File: config.mk
export PLATFORM = sky130hd
export DESIGN_NAME = fetch_stage_flat
export DESIGN_NICKNAME = d
export VERILOG_FILES = /design/src/rtl/riscv_pkg.sv /design/src/rtl/fetch_stage_if.sv /design/src/rtl/fetch_stage_if_id_reg.sv /design/src/rtl/fetch_stage.sv /design/src/flat_wrapper.sv
export SDC_FILE = /design/constraint.sdc
export NUM_CORES = 1
export LEC_CHECK = 0
export CAP_MARGIN = 20
export CORE_MARGIN = 4
export CORE_UTILIZATION = 41
export DETAILED_ROUTE_END_ITERATION = 8
export GPL_TIMING_DRIVEN = 0
export HOLD_SLACK_MARGIN = 0.12
export PLACE_DENSITY = 0.76
export SLEW_MARGIN = 20
export SYNTH_ARGS = -nofsm -noshare
export SYNTH_HDL_FRONTEND = slang
export SYNTH_SLANG_ARGS = --single-unit
File: constraint.sdc
create_clock -name clk -period 1.9 [get_ports clk]
set_clock_uncertainty 0.1 [all_clocks]
set_input_delay 0.38 -clock clk [delete_from_list [all_inputs] [get_ports clk]]
set_output_delay 0.38 -clock clk [all_outputs]
set_load 0.05 [all_outputs]
File: src/rtl/riscv_pkg.sv
// riscv_pkg: shared core constants and the fetch FSM state type.
//   XLEN           datapath width
//   NOP_INSTR      canonical RV32I NOP (addi x0,x0,0)
//   fetch_state_e  fetch FSM states BOOT/RUN/HALTED
package riscv_pkg;
    localparam int XLEN = 32;
    localparam logic [31:0] NOP_INSTR = 32'h0000_0013;
    typedef enum logic [1:0] {BOOT, RUN, HALTED} fetch_state_e;
endpackage

File: src/rtl/fetch_stage_if.sv
// fetch_stage_if: IF/ID handshake bundle between fetch (master) and decode (slave).
//   id_valid     IF/ID holds a live instruction
//   id_ready     decode accepts IF/ID this cycle
//   id_pc        PC of id_instr
//   id_instr     fetched instruction
//   id_pc_plus4  id_pc + 4 (link value)
//   id_misalign  misaligned-fetch flag (only with FETCH_MISALIGN_TRAP_EN)
interface fetch_stage_if #(parameter int XLEN = 32);
    logic            id_valid;
    logic            id_ready;
    logic [XLEN-1:0] id_pc;
    logic [XLEN-1:0] id_instr;
    logic [XLEN-1:0] id_pc_plus4;
`ifdef FETCH_MISALIGN_TRAP_EN
    logic            id_misalign;
    modport master (output id_valid, id_pc, id_instr, id_pc_plus4, id_misalign, input id_ready);
    modport slave  (input id_valid, id_pc, id_instr, id_pc_plus4, id_misalign, output id_ready);
`else
    modport master (output id_valid, id_pc, id_instr, id_pc_plus4, input id_ready);
    modport slave  (input id_valid, id_pc, id_instr, id_pc_plus4, output id_ready);
`endif
endinterface

File: src/rtl/fetch_stage_if_id_reg.sv
// if_id_reg: IF/ID pipeline register with load and clear (clear wins).
//   clk, rst_n      clock, async active-low reset
//   load_i          capture pc/instr/pc_plus4 and set valid
//   clr_i           drop valid (redirect kill or accept while halted)
//   pc_i/instr_i/pc_plus4_i  data to capture
//   valid_o/pc_o/instr_o/pc_plus4_o  registered IF/ID contents
module if_id_reg
    import riscv_pkg::*;
#(
    parameter int XLEN = 32
) (
    input  logic            clk,
    input  logic            rst_n,
    input  logic            load_i,
    input  logic            clr_i,
    input  logic [XLEN-1:0] pc_i,
    input  logic [XLEN-1:0] instr_i,
    input  logic [XLEN-1:0] pc_plus4_i,
    output logic            valid_o,
    output logic [XLEN-1:0] pc_o,
    output logic [XLEN-1:0] instr_o,
    output logic [XLEN-1:0] pc_plus4_o
);
    always_ff @(posedge clk or negedge rst_n)
        if (!rst_n) begin
            valid_o    <= 1'b0;
            pc_o       <= '0;
            instr_o    <= NOP_INSTR;
            pc_plus4_o <= '0;
        end else if (clr_i) begin
            valid_o    <= 1'b0;
        end else if (load_i) begin
            valid_o    <= 1'b1;
            pc_o       <= pc_i;
            instr_o    <= instr_i;
            pc_plus4_o <= pc_plus4_i;
        end
endmodule

File: src/rtl/fetch_stage.sv
// fetch_stage: RV32I instruction fetch with PC register, BOOT/RUN/HALTED FSM and IF/ID handshake.
//   clk, rst_n        clock, async active-low reset
//   imem_addr_o       byte address to async-read instruction memory (= pc_q)
//   imem_instr_i      instruction word for imem_addr_o, same cycle
//   redirect_valid_i  execute redirect request (ignored in BOOT)
//   redirect_pc_i     redirect target
//   halt_req_i        level-sensitive halt request
//   halted_o          FSM is in HALTED
//   id_if             IF/ID handshake (master side)
//   Macro FETCH_MISALIGN_TRAP_EN: keep raw redirect targets and trap misaligned fetches
//   with a NOP plus id_misalign, then halt; otherwise targets are word-aligned on load.
module fetch_stage
    import riscv_pkg::*;
#(
    parameter int              XLEN     = 32,
    parameter logic [XLEN-1:0] RESET_PC = '0
) (
    input  logic            clk,
    input  logic            rst_n,
    output logic [XLEN-1:0] imem_addr_o,
    input  logic [XLEN-1:0] imem_instr_i,
    input  logic            redirect_valid_i,
    input  logic [XLEN-1:0] redirect_pc_i,
    input  logic            halt_req_i,
    output logic            halted_o,
    fetch_stage_if.master   id_if
);
    fetch_state_e    state_q, state_d;
    logic [XLEN-1:0] pc_q, pc_d, target;
    logic            redir, load, clr, mis;

    assign redir = redirect_valid_i && state_q != BOOT;
    assign load  = state_q == RUN && !redir && (!id_if.id_valid || id_if.id_ready);
    assign clr   = redir || (state_q == HALTED && id_if.id_valid && id_if.id_ready);

`ifdef FETCH_MISALIGN_TRAP_EN
    logic mis_q;
    assign mis    = |pc_q[1:0];
    assign target = redirect_pc_i;
    assign id_if.id_misalign = mis_q;
    always_ff @(posedge clk or negedge rst_n)
        if (!rst_n) mis_q <= 1'b0;
        else if (redir) mis_q <= 1'b0;
        else if (load) mis_q <= mis;
`else
    assign mis    = 1'b0;
    assign target = redirect_pc_i & ~XLEN'(3);
`endif

    // A misaligned fetch captures a NOP and freezes the PC so the trap PC stays visible.
    always_comb begin
        state_d = state_q;
        pc_d    = pc_q;
        if (state_q == BOOT) begin
            state_d = RUN;
        end else if (redir) begin
            pc_d    = target;
            state_d = RUN;
        end else if (load) begin
            pc_d    = mis ? pc_q : pc_q + XLEN'(4);
            state_d = (halt_req_i || mis) ? HALTED : RUN;
        end else if (state_q == HALTED && !halt_req_i) begin
            state_d = RUN;
        end
    end

    always_ff @(posedge clk or negedge rst_n)
        if (!rst_n) begin
            state_q <= BOOT;
            pc_q    <= RESET_PC;
        end else begin
            state_q <= state_d;
            pc_q    <= pc_d;
        end

    assign imem_addr_o = pc_q;
    assign halted_o    = state_q == HALTED;

    if_id_reg #(.XLEN(XLEN)) u_if_id (
        .clk        (clk),
        .rst_n      (rst_n),
        .load_i     (load),
        .clr_i      (clr),
        .pc_i       (pc_q),
        .instr_i    (mis ? XLEN'(NOP_INSTR) : imem_instr_i),
        .pc_plus4_i (pc_q + XLEN'(4)),
        .valid_o    (id_if.id_valid),
        .pc_o       (id_if.id_pc),
        .instr_o    (id_if.id_instr),
        .pc_plus4_o (id_if.id_pc_plus4)
    );
endmodule

File: src/flat_wrapper.sv
// flat-port wrapper written by rule: the top's interface ports become plain ports
module fetch_stage_flat import riscv_pkg::*;
#(
    parameter int              XLEN     = 32,
    parameter logic [XLEN-1:0] RESET_PC = '0
)
  (clk, rst_n, imem_addr_o, imem_instr_i, redirect_valid_i, redirect_pc_i, halt_req_i, halted_o, id_if_id_valid, id_if_id_pc, id_if_id_instr, id_if_id_pc_plus4, id_if_id_ready);
  fetch_stage_if #(.XLEN(XLEN)) id_if_i ();
  input  logic clk;
  input  logic rst_n;
  output logic [XLEN-1:0] imem_addr_o;
  input  logic [XLEN-1:0] imem_instr_i;
  input  logic redirect_valid_i;
  input  logic [XLEN-1:0] redirect_pc_i;
  input  logic halt_req_i;
  output logic halted_o;
  output wire logic [$bits(id_if_i.id_valid)-1:0] id_if_id_valid;
  output wire logic [$bits(id_if_i.id_pc)-1:0] id_if_id_pc;
  output wire logic [$bits(id_if_i.id_instr)-1:0] id_if_id_instr;
  output wire logic [$bits(id_if_i.id_pc_plus4)-1:0] id_if_id_pc_plus4;
  input wire logic [$bits(id_if_i.id_ready)-1:0] id_if_id_ready;
  assign id_if_id_valid = id_if_i.id_valid;
  assign id_if_id_pc = id_if_i.id_pc;
  assign id_if_id_instr = id_if_i.id_instr;
  assign id_if_id_pc_plus4 = id_if_i.id_pc_plus4;
  assign id_if_i.id_ready = id_if_id_ready;
  fetch_stage #(.XLEN(XLEN), .RESET_PC(RESET_PC)) u_core (.clk(clk), .rst_n(rst_n), .imem_addr_o(imem_addr_o), .imem_instr_i(imem_instr_i), .redirect_valid_i(redirect_valid_i), .redirect_pc_i(redirect_pc_i), .halt_req_i(halt_req_i), .halted_o(halted_o), .id_if(id_if_i));
endmodule
* Yosys cells after proc, flatten, opt, wreduce, memory -nomap -nowiden
Cells that the tools add are included.
Storage, ports and cells: bits in registers 131, latch bits 0, memory bits (writable) 0, memory bits (read-only) 0, input port bits 69, output and inout port bits 130, word-level logic and storage cells 38, memories kept 0
Cells by class: add/sub/neg operators 1, multiply operators 0, div/mod/pow operators 0, magnitude comparators 0, equality and inequality tests 2, shifts and indexed selects 0, multiplexer cells 9, bitwise logic cells 2, reductions and logical operators 18
Operators by type and width (count):
- 2-to-1 mux 32 bit | 2
- adder 32 x 3 -> 32 bit (second input constant) | 1
- 2-to-1 mux 2 bit | 5
- logical AND 1 bit | 6
- nonzero test 2 bit | 3
- AND reduction 2 bit | 2
- nonzero test 4 bit | 1
- logical NOT 1 bit | 3
- == test 2 x 1 -> 1 bit (second input constant) | 1
- == test 2 bit (second input constant) | 1
- logical NOT 2 bit | 1
- logical OR 1 bit | 2
- 2-to-1 mux 1 bit | 2
- NOT 1 bit | 2

* Depth between registers and ports, before layout
depth in word-level cells 8, depth in mapped cells 8, depth with buffers taken out 6

* By module
Synthesis repeated with hierarchy kept, for this count alone.
Unflattened totals: cell total of the unflattened synthesis 491, area, all modules 6175.9 um^2
Modules (own cells, without submodules):
- if_id_reg | times used 1, cells an instance 207, area each 3814.9 um^2, sequential area each 2431.1 um^2
- fetch_stage | times used 1, cells an instance 284, area each 2361.0 um^2, sequential area each 800.8 um^2

* Least setup slack after synthesis
Ideal clock, no wire load.
path type flip-flop to flip-flop, from register u_core.pc_q[5] (netlist: u_core.imem_addr_o[5]), to register u_core.pc_q[31] (netlist: u_core.imem_addr_o[31]), setup time 0.126 ns, arrival time 2.165 ns, required time 1.674 ns, setup slack -0.491 ns, cell stages (with the launch flop) 8, path buffers 2, clock period less this slack 2.391 ns, cell sequence dfrtp_1 buf_2 nand4_1 buf_2 nor4_4 nand3_1 a21o_1 a221o_1
On the way: word-level cells in the longest chain between the ends 3
Ends and longest elaborated chain:
- start: declaration | line fetch_stage.sv:29 | logic [XLEN-1:0] pc_q, pc_d, target;
- start signal: assignment | line fetch_stage.sv:73 | pc_q <= pc_d;
- adder 32 x 3 -> 32 bit | line fetch_stage.sv:60 | pc_d = mis ? pc_q : pc_q + XLEN'(4);
- 2-to-1 mux 32 bit | line fetch_stage.sv:59 | end else if (load) begin
- 2-to-1 mux 32 bit | line fetch_stage.sv:56 | end else if (redir) begin
No other way between the ends. The select of a mux whose other input is x is not followed. A chain may end at the register's enable or synchronous reset.

* Worst setup path after layout
from register u_core.pc_q[13] (netlist: u_core.imem_addr_o[13]), to register u_core.pc_q[25] (netlist: u_core.imem_addr_o[25])
Same word-level chain as after synthesis.

==> impl_metrics.csv <==
group,metric,value,unit
final_layout,num_antenna_cells,0,
die,fp.dieH,127,µm
setup_path,cp_cell_sequence,"buf_6 -> nand4_4 -> or4_4 -> buf_6 -> nor3_4 -> nor3_1 -> a311oi_1",
sta,fmax,444,MHz
synthesis,mappedNetlistArea,5770,µm²
power,ir_drop,0.935,mV
place,place_congestion,0.803,
synthesis,ys.warnings.count,0,
clocking,ctsLongestPathBuffers,2,
synthesis,syn_inst,648,
route,drtAntennaViolNets,0,
sta,worst_slack,-0.354,ns
clocking,cts_tree,"yes",
die,core_area,13800,µm²
synthesis,async_reset_ff_share,100,%
final_layout,finalNonFillerCells,1095,
clocking,clock-root-buffer,"clkbuf_16",
power,total_power,0.0184,W
power,p_seq_share,26.5,%
final_layout,design_area,9340,µm²
sta,finalCritPeriodShare,119,%
die,die_area,16000,µm²
hold_path,min_path_type,"in -> reg",
route,dr.pass1.iters,5,
global_route,antenna_found_initial,0,
final_layout,drive_above_1_share,24.7,%
die,pin_count,199,
route,routed_wl,20.6,mm
die,row_count,43,
sta,hold_viol,0,
final_layout,area_growth,61.8,%
final_layout,fill_cells,1119,
die,start_util,41.7,%
sta,period_minus_slack,2.25,ns
global_route,grt_max_degree,80,
setup_path,slowest_stage,"or4_4",
power,clock_power_share,19.3,%
route,initialDrtViolationCount,534,
power,power_switching,0.00925,W
global_route,gr-total-overflow,0,
place,hpwl,13.4,mm
place,dp_cells,1023,
synthesis,ys_seq_area_share,54.3,%
setup_path,critical_path_class,"reg -> reg",
route,post_drt_wl_per_cell,18.8,µm
sta,setup_viol,29,
place,dp_slack,-0.797,ns
power,powerDensity,1970,nW/µm²
sta,rsz0062_at_grt,"yes",
power,power_switching_share,50.3,%
die,chipWidth,127,µm
flow_run,cap_violations,0,
clocking,cts_sinks,125,
clocking,clk_pin_slew,0.06,ns
global_route,grt_use_total,24.5,%
sta,slew_headroom,53.1,%
setup_path,crit_path_max_incr_delay,0.62,ns
clocking,htreeDepth,4,
status,status,"finished, violations left",
power,cellLeakagePower,4.45,nW
power,power.internal,0.00915,W
clocking,cts_inserted_buffers,17,
synthesis,ys_ff_latch,125,
power,p_comb_share,54.3,%
global_route,grt_pass1_vias,5750,
setup_path,worst_setup_path_start_kind,"flip-flop",
place,placed_area,8050,µm²
setup_path,cpMostUsedCell,"buf_6",
place,io_buffer_count,189,
setup_path,crit_required,2.08,ns
route,via_per_inst,5.34,
status,violations,"setup timing",
final_layout,post-route-util,67.5,%
synthesis,synth_ff_type,"dfrtp_1",
global_route,grt_pass1_wl,31.0,mm
final_layout,fin_nets,972,
route,num_vias,5852,
sta,slew_viol_final,0,
synthesis,avgSynthCellArea,8.90,µm²
setup_path,cp_max_fo,4,
setup_path,crit_arrival,2.43,ns
sta,worst_slew_pin_slew,0.704,ns
route,route.detailed.drc,0,
clocking,clk_latency,0.42,ns
setup_path,cp-end-kind,"flip-flop",
synthesis,synth.distinct_cells,50,
synthesis,synth-edff-count,0,
cells in the mapped netlist (4+ instances only):
cell type  number  area (µm²)
nand3b_1        4        30.0
nand3_1        36         180
o21ai_0        35         175
nand2_1       224         841
a22oi_1         9        67.6
a2bb2oi_1       6        52.6
inv_1           5        18.8
xor2_1         12         105
nor2_1         22        82.6
xnor2_1        13         114
o22ai_1         9        56.3
nand4_1         4        25.0
buf_2           8        40.0
and3_1          5        31.3
dfrtp_1       122        3050
nor3_1          5        25.0
a21oi_1        35         175
clkbuf_1       35         131
buf_4           6        45.0
power groups by stage:
stage	clock network, W	logic (W)	registers, W
4_1_cts	0.00356	0.00956	0.00484
3_5_place_dp	0	0.00998	0.00489
5_1_grt	0.00369	0.0105	0.00503
3_3_place_gp	0	0.00989	0.00485
2_1_floorplan	0	0.00235	0.00896
6_report	0.00354	0.00998	0.00487
flip-flops by register name, summed over array words and instances, names as in the netlist:
signal                     count
u_core.imem_addr_o            30
u_core.state_q                 2
u_core.u_if_id.instr_o        32
u_core.u_if_id.pc_o           30
u_core.u_if_id.pc_plus4_o     30
u_core.u_if_id.valid_o         1
cells in the final DEF, fill, tap and decap left out, types with 10 or more instances in the layout:
| cell | instances |
|---|---|
| nand2_1 | 218 |
| dlygate4sd2_1 | 101 |
| dfrtp_1 | 101 |
| clkdlybuf4s50_1 | 64 |
| buf_4 | 37 |
| a21oi_1 | 30 |
| o21ai_0 | 26 |
| clkbuf_2 | 23 |
| nand3_1 | 21 |
| dfrtp_2 | 21 |
| buf_6 | 20 |
| nor2_1 | 20 |
| clkbuf_16 | 17 |
| clkdlybuf4s15_2 | 13 |
| clkbuf_4 | 12 |
| xnor2_1 | 12 |
| xor2_1 | 11 |
| nand3_2 | 10 |
metrics by stage:
| step | hold WS (ns) | TNS, ns |
|---|---|---|
| finish | 0.327 | -2.56 |
| floorplan | -0.0156 | -5.11 |
| CTS | 0.298 | -1.24 |
| global placement | 0.347 | -673.28 |
| detailed placement | 0.209 | -75.65 |
| global route | 0.372 | -5.41 |
per-layer routing:
layer,up-vias,track usage (%),share of wire [%]
met2,257,39.9,49
met5,-,0,0
li1,2685,-,-
met3,48,4.97,7.1
met4,0,8.71,2.3
met1,2862,32.6,42
kinds of logic (layout without fill, tap and decap cells):
family	after synthesis	in the layout	share of synthesized area [%]
buffers and inverters	59	321	4.45
xor gates and xnor gates	25	25	3.80
and+or+nand+nor	324	324	25.3
other	1	6	0.0650
AOI/OAI and AO/OA	113	113	11.9
DFF	125	125	54.3
adders and majority gates	1	1	0.217
worst max-delay path: cells and delay by family, from the launching register on:
kind,cells,cell delay (ns)
simple gates,4,1.03
flops,1,0.37
compound gates,1,0.34
buf+inv,2,0.28
final timing paths:
| kind | cells past startpoint | to | slack, ns | startpoint |
|---|---|---|---|---|
| max in group asynchronous | 3 | u_core.u_if_id.instr_o[4]$_DFFE_PN1P_ | 0.58 | rst_n |
| worst min-delay path | 2 | u_core.u_if_id.valid_o$_DFFE_PN0P_ | 0.33 | redirect_valid_i |
| worst max register to register | 7 | u_core.imem_addr_o[25]$_DFFE_PN0P_ | -0.35 | u_core.imem_addr_o[13]$_DFFE_PN0P_ |
| worst max-delay path | 7 | u_core.imem_addr_o[25]$_DFFE_PN0P_ | -0.35 | u_core.imem_addr_o[13]$_DFFE_PN0P_ |
| min in group asynchronous | 2 | u_core.state_q[1]$_DFFE_PN0P_ | 0.37 | rst_n |
| worst min register to register | 2 | u_core.u_if_id.instr_o[0]$_DFFE_PN1P_ | 0.36 | u_core.u_if_id.instr_o[0]$_DFFE_PN1P_ |
final cells by class:
cell class / count / area, µm² / share of cell area (%)
Multi-Input combinational cell: 469 / 2770 / 29.6
Clock buffer: 26 / 509 / 5.46
Clock inverter: 6 / 130 / 1.39
Buffer: 50 / 344 / 3.69
Sequential cell: 125 / 3160 / 33.8
Tap cell: 180 / 225 / 2.41
Timing Repair Buffer: 234 / 2180 / 23.4
Inverter: 5 / 18.8 / 0.201
what timing repair did:
item | CTS | global route
pin swaps | 20 | 20
gates resized for setup | 219 | 98
setup endpoints to repair | 245 | 102
hold buffers | 1 | 0
hold endpoints to repair | 46 | 0
buffers inserted | 24 | 19
No activity file was read; power rests on OpenSTA's default activity.
